File: src/rtl/seq_shift_add_mult_if.sv
// Handshake and operand/result bundle for the sequential shift-add multiplier.
interface seq_shift_add_mult_if #(
  parameter int unsigned N = 8
);
  logic             start;
  logic             abort;
  logic [N-1:0]     a;
  logic [N-1:0]     b;
  logic             ready;
  logic             busy;
  logic             done;
  logic [2*N-1:0]   product;

  modport master (
    output start, abort, a, b,
    input  ready, busy, done, product
  );

  modport slave (
    input  start, abort, a, b,
    output ready, busy, done, product
  );
endinterface

File: src/rtl/seq_shift_add_mult.sv
// Iterative unsigned N x N multiplier: one N-bit add with carry-out per cycle,
// N shift-add iterations, start/ready/done handshake with abort.
module seq_shift_add_mult #(
  parameter int unsigned N = 8
) (
  input logic                  clk,
  input logic                  rst,
  seq_shift_add_mult_if.slave  bus
);

  localparam int unsigned CntW = $clog2(N + 1);

  typedef enum logic [1:0] {StIdle, StRun, StDone} state_e;

  state_e            state_q, state_d;
  logic [N-1:0]      m_q, m_d;
  logic [N-1:0]      acc_q, acc_d;
  logic [N-1:0]      q_q, q_d;
  logic [CntW-1:0]   cnt_q, cnt_d;
  logic [2*N-1:0]    product_q, product_d;
  logic [N:0]        sum;

  always_comb begin
    state_d   = state_q;
    m_d       = m_q;
    acc_d     = acc_q;
    q_d       = q_q;
    cnt_d     = cnt_q;
    product_d = product_q;
    // sum[N] is the adder carry; it lands in ACC[N-1] after the shift.
    sum = {1'b0, acc_q} + (q_q[0] ? {1'b0, m_q} : {(N + 1){1'b0}});

    unique case (state_q)
      StIdle: begin
        if (bus.start) begin
          m_d     = bus.a;
          q_d     = bus.b;
          acc_d   = '0;
          cnt_d   = '0;
          state_d = StRun;
        end
      end
      StRun: begin
        if (bus.abort) begin
          state_d = StIdle;
        end else begin
          acc_d = sum[N:1];
          q_d   = {sum[0], q_q[N-1:1]};
          cnt_d = cnt_q + CntW'(1);
          if (cnt_q == CntW'(N - 1)) begin
            state_d   = StDone;
            product_d = {sum[N:1], sum[0], q_q[N-1:1]};
          end
        end
      end
      StDone: state_d = StIdle;
      default: state_d = StIdle;
    endcase
  end

  always_ff @(posedge clk) begin
    if (rst) begin
      state_q   <= StIdle;
      m_q       <= '0;
      acc_q     <= '0;
      q_q       <= '0;
      cnt_q     <= '0;
      product_q <= '0;
    end else begin
      state_q   <= state_d;
      m_q       <= m_d;
      acc_q     <= acc_d;
      q_q       <= q_d;
      cnt_q     <= cnt_d;
      product_q <= product_d;
    end
  end

  assign bus.ready   = (state_q == StIdle);
  assign bus.busy    = (state_q == StRun);
  assign bus.done    = (state_q == StDone);
  assign bus.product = product_q;

endmodule

File: src/flat_wrapper.sv
// flat-port wrapper written by rule: the top's interface ports become plain ports
module seq_shift_add_mult_flat 
#(
  parameter int unsigned N = 8
)
  (clk, rst, bus_start, bus_abort, bus_a, bus_b, bus_ready, bus_busy, bus_done, bus_product);
  seq_shift_add_mult_if #(.N(N)) bus_i ();
  input logic clk;
  input logic rst;
  input wire logic [$bits(bus_i.start)-1:0] bus_start;
  input wire logic [$bits(bus_i.abort)-1:0] bus_abort;
  input wire logic [$bits(bus_i.a)-1:0] bus_a;
  input wire logic [$bits(bus_i.b)-1:0] bus_b;
  output wire logic [$bits(bus_i.ready)-1:0] bus_ready;
  output wire logic [$bits(bus_i.busy)-1:0] bus_busy;
  output wire logic [$bits(bus_i.done)-1:0] bus_done;
  output wire logic [$bits(bus_i.product)-1:0] bus_product;
  assign bus_i.start = bus_start;
  assign bus_i.abort = bus_abort;
  assign bus_i.a = bus_a;
  assign bus_i.b = bus_b;
  assign bus_ready = bus_i.ready;
  assign bus_busy = bus_i.busy;
  assign bus_done = bus_i.done;
  assign bus_product = bus_i.product;
  seq_shift_add_mult #(.N(N)) u_core (.clk(clk), .rst(rst), .bus(bus_i));
endmodule
File: config.mk
export PLATFORM = sky130hd
export DESIGN_NAME = seq_shift_add_mult_flat
export DESIGN_NICKNAME = d
export VERILOG_FILES = /design/src/rtl/seq_shift_add_mult_if.sv /design/src/rtl/seq_shift_add_mult.sv /design/src/flat_wrapper.sv
export SDC_FILE = /design/constraint.sdc
export NUM_CORES = 1
export LEC_CHECK = 0
export CAP_MARGIN = 20
export CORE_AREA = 4 4 50 96
export CTS_BUF_LIST = sky130_fd_sc_hd__clkbuf_4 sky130_fd_sc_hd__clkbuf_8
export DETAILED_ROUTE_END_ITERATION = 8
export DIE_AREA = 0 0 54 100
export PLACE_DENSITY = 0.78
export RECOVER_POWER = 100
export SLEW_MARGIN = 0
export SYNTH_ARGS = -nofsm -noshare
export SYNTH_HDL_FRONTEND = slang
export SYNTH_SLANG_ARGS = --single-unit
File: constraint.sdc
create_clock -name clk -period 3.25 [get_ports clk]
set_input_delay 0.4875 -clock clk [delete_from_list [all_inputs] [get_ports clk]]
set_output_delay 0.4875 -clock clk [all_outputs]
set_load 0.03 [all_outputs]
Word-level counts from Yosys, hierarchy flattened
Cells that the tools add are included.
- input port bits: 20
- output and inout bits: 19
- flip-flop bits (word level): 46
- word-level logic and storage cells: 35
- multiplexer cells: 14
- eq/ne operators: 6
- reduce and logical (&&, ||, !) cells: 6
- bitwise gates (word level): 1
- add/sub/neg operators: 2
- operator list (operator ; count):
    8-bit 2-to-1 mux ; 5
    8-bit case mux with 2 select lines ; 2
    8-bit by 9-bit adder with 9-bit output ; 1
    4-bit 2-to-1 mux ; 2
    4-bit case mux with 2 select lines ; 1
    2-bit 2-to-1 mux ; 3
    3-bit AND reduction ; 2
    4-bit by 1-bit adder with 4-bit output, second input constant ; 1
    4-bit by 3-bit equality test with 1-bit output, second input constant ; 1
    2-bit inequality test, second input constant ; 2
    2-bit case mux with 2 select lines ; 1
    2-bit AND reduction ; 2
    3-bit by 2-bit inequality test with 1-bit output, second input constant ; 1
    2-bit by 1-bit equality test with 1-bit output, second input constant ; 1
    2-bit equality test, second input constant ; 1
    2-bit logical NOT ; 1
    2-bit nonzero test ; 1
    1-bit NOT ; 1

Longest topological paths before layout
- depth after elaboration: 4
- gate-level depth with buffers: 7
- depth with buffers taken out: 7

Worst setup path after synthesis
Ideal clock, no wire load.
- path kind: register to register
- start point: reg u_core.q_q[0]
- end point: reg u_core.acc_q[5]
- arrival: 1.837 ns
- stages on the path, launching flop included: 8
- period minus slack after synthesis: 1.961 ns
- setup slack: 1.289 ns
- library setup time: 0.124 ns
- cells stage by stage: dfxtp_1 > and2_1 > ha_1 > fa_1 > a21o_1 > a221oi_1 > xor2_1 > o21ai_0
- longest elaborated chain between the ends: 4
- RTL lines (what ; RTL line ; text):
    start: declaration ; seq_shift_add_mult.sv:18 ; logic [N-1:0] q_q, q_d;
    start signal: assignment ; seq_shift_add_mult.sv:73 ; q_q <= q_d;
    8-bit 2-to-1 mux ; seq_shift_add_mult.sv:31 ; sum = {1'b0, acc_q} + (q_q[0] ? {1'b0, m_q} : {(N + 1){1'b0}});
    8-bit by 9-bit adder with 9-bit output ; seq_shift_add_mult.sv:31 ;
    8-bit 2-to-1 mux ; seq_shift_add_mult.sv:44 ; if (bus.abort) begin
    8-bit case mux with 2 select lines ; seq_shift_add_mult.sv:33 ; unique case (state_q)
    end signal: assignment ; seq_shift_add_mult.sv:65 ; acc_q <= '0;
    end signal: assignment ; seq_shift_add_mult.sv:72 ; acc_q <= acc_d;
    end: declaration ; seq_shift_add_mult.sv:17 ; logic [N-1:0] acc_q, acc_d;
No other way between the ends. The select of a mux whose other input is x is not followed.
A chain may end at the register's enable or synchronous reset.

==> metrics.csv <==
metric,value,unit
post-synthesis sequential area ratio,44.28,%
Hold Path Class,register to register,
CORE AREA,4088,sq um
initial antenna violation count,0,
vias in the first global route,1887,
#FFs+latches synth,46,
post-synthesis xor/xnor area fraction,2.106,%
Post-Synth Adder-Cell Area,6.378,%
mux contribution to synthesized area,0,%
dpl cells,335,
critical path class,input pin to register,
CTS Buf Count,5,
hold buffers post-CTS,0,
crit end category,register,
share of layout cells above drive strength 1,4.811,%
Leak,0.001034,uW
global-route wire length before repair,8466,um
TritonCTS clock tree,yes,
"commonest non-fill, non-tap cells in the layout","nand2_1 (54), dfxtp_1 (46), a21oi_1 (38), dlygate4sd3_1 (21), clkdlybuf4s50_1 (17)",
Antenna Cells,0,
maximum vdd drop,336.4,uV
combinational family with the most area after synthesis,simple AND/OR/NAND/NOR gates,
crit-path max FO,31,
CTS-repair resized insts,0,
"commonest non-fill, non-tap cell in the layout",nand2_1,
Bufs on Longest Clock Path,2,
max cap viols,0,
Final Critical Period,2617,ps
Critical Path AT,2810,ps
critical path launch point type,input pin,
hold_ws,453.1,ps
Detail Route Antenna Nets,0,
CP required,3440,ps
H-Tree Depth,2,
GPL Wtd Cong,0.9172,
Netlist cell types,38,
simple-gate portion of the synthesized area,25.09,%
synthesized net count,282,
Final period util,80.53,%
status,"finished, final reports clean",
relative slew slack,6.060,%
Port Buffers,38,
compound-cell area share of the yosys netlist,19.25,%
Syn Std Cell Area,2079,sq um
Via density,5.671,
die width,54,um
RSZ-0062 raised after global routing,no,
pin count of the biggest net entering global routing,32,
Site Rows,33,
Clock Latency Late Sink,300,ps
clock sinks,46,
CTS root buffer,clkbuf_8,
Avg Inst Size Synth,8.252,sq um
GR Util All Layers,21.10,%
P&R area growth vs syn,26.05,%
yosys warns,0,
routed wire length,5122,um
DR vias,1945,
DP Wirelength,3789,um
final hold viol count,0,
Detailed Routing Iterations Pass 1,4,
total power,1118,uW
Final Setup Violations,0,
die span in y,100,um
Sum Neg Setup Slack,0,ps
Final Non-Filler Cells,343,
"Slew Viols, Final",0,
Starting Density,50.87,%
global route overflow,0,
clock skew,6.830,ps
postcts setup bufs,0,
Nets,320,
io pins,39,
die area,5400,sq um
DR iter-0 viols,49,
post-DR wirelength/cell,14.93,um
Mapped Cells,252,
Cell Pwr Density,426.4,nW/um^2
"CTS clk-pin slew, worst paths",90,ps
Max Clock Freq,382.1,MHz
measured slew at the worst slew-check pin,1409,ps
drc violations,0,
-- state kept, by name, indices dropped and copies added, names as in the netlist --
name,count
u_core.acc_q,8
u_core.cnt_q,4
u_core.state_q,2
u_core.bus.product,16
u_core.q_q,8
u_core.m_q,8
-- final timing paths --
| path | start | to | slack [ps] | cells past startpoint |
|---|---|---|---|---|
| min | u_core.m_q[7]$_SDFFE_PP0P_ | u_core.m_q[7]$_SDFFE_PP0P_ | 450 | 2 |
| max | rst | u_core.bus.product[12]$_SDFFE_PP0P_ | 630 | 5 |
| max reg2reg | u_core.q_q[0]$_SDFFE_PP0P_ | u_core.acc_q[5]$_SDFFE_PP0P_ | 920 | 7 |
| min reg2reg | u_core.m_q[7]$_SDFFE_PP0P_ | u_core.m_q[7]$_SDFFE_PP0P_ | 450 | 2 |
-- synthesized netlist by cell type --
cell type | count | area share, %
a211oi_1 | 2 | 0.72
a21boi_0 | 1 | 0.36
a21o_1 | 3 | 1.1
a21oi_1 | 38 | 9.1
a221oi_1 | 1 | 0.42
a22oi_1 | 10 | 3.6
a311o_1 | 1 | 0.48
a31oi_1 | 1 | 0.30
and2_1 | 8 | 2.4
and2b_1 | 1 | 0.36
and3_1 | 1 | 0.30
and3b_1 | 1 | 0.42
buf_6 | 1 | 0.54
clkbuf_1 | 12 | 2.2
clkinv_1 | 1 | 0.18
dfxtp_1 | 46 | 44
fa_1 | 1 | 0.96
ha_1 | 9 | 5.4
nand2_1 | 54 | 9.7
nand3_1 | 12 | 2.9
nand3b_1 | 1 | 0.36
nand4_1 | 3 | 0.90
nor2_1 | 14 | 2.5
nor2b_1 | 2 | 0.60
nor3_1 | 3 | 0.72
nor3b_1 | 1 | 0.36
nor3b_2 | 1 | 0.60
nor4b_1 | 1 | 0.42
o211ai_1 | 3 | 1.1
o21a_1 | 2 | 0.72
o21ai_0 | 4 | 0.96
o31ai_1 | 1 | 0.36
or2_1 | 1 | 0.30
or3_1 | 3 | 0.90
or3b_4 | 1 | 0.54
or4_1 | 2 | 0.72
xnor2_1 | 1 | 0.42
xor2_1 | 4 | 1.7
-- metrics by stage --
step / worst slack [ps] / util, % / area (sq um)
floorplan: 1289 / - / 2079
global placement: 789.2 / 61.62 / 2519
detailed placement: 768.4 / 61.62 / 2519
CTS: 931.4 / 64.37 / 2631
global route: 420.7 / 64.13 / 2621
finish: 632.8 / 64.13 / 2621
-- metal layers --
metal  share of wire (%)  track usage (%)  vias up
li1                    -                -      955
met1                  37            23.81      908
met2                  55            36.64       69
met3                 4.5            2.526       13
met4                 3.7            11.32        0
met5                   0                0        -
-- critical path, stage by stage --
cell and delay, ps:
dlygate4sd3_1 840, clkbuf_1 1080, nor2_1 140, o211ai_1 160
nand3_1 80
-- logic make-up after synthesis --
kind of cell	after synthesis
DFF	46
adders and majority gates	10
AOI/OAI and AO/OA	67
buffers and inverters	14
and+or+nand+nor	110
xor gates and xnor gates	5
-- layout make-up --
cell class / instances / area, sq um
clock buffers: 5 / 68.82
fillers: 365 / 1466
clock inverters: 3 / 43.79
multi-input cells: 192 / 1101
flip-flops and latches: 46 / 920.9
repair buffers: 44 / 417.9
inverters: 1 / 3.754
well taps: 52 / 65.06
-- power breakdown --
| part | total (uW) | switching [uW] | internal, uW |
|---|---|---|---|
| registers | 588 | 10.7 | 577 |
| clock network | 435 | 204 | 231 |
| logic | 94.6 | 52.2 | 42.4 |
| total | 1120 | 267 | 850 |
(Power assumes the default switching activity.)
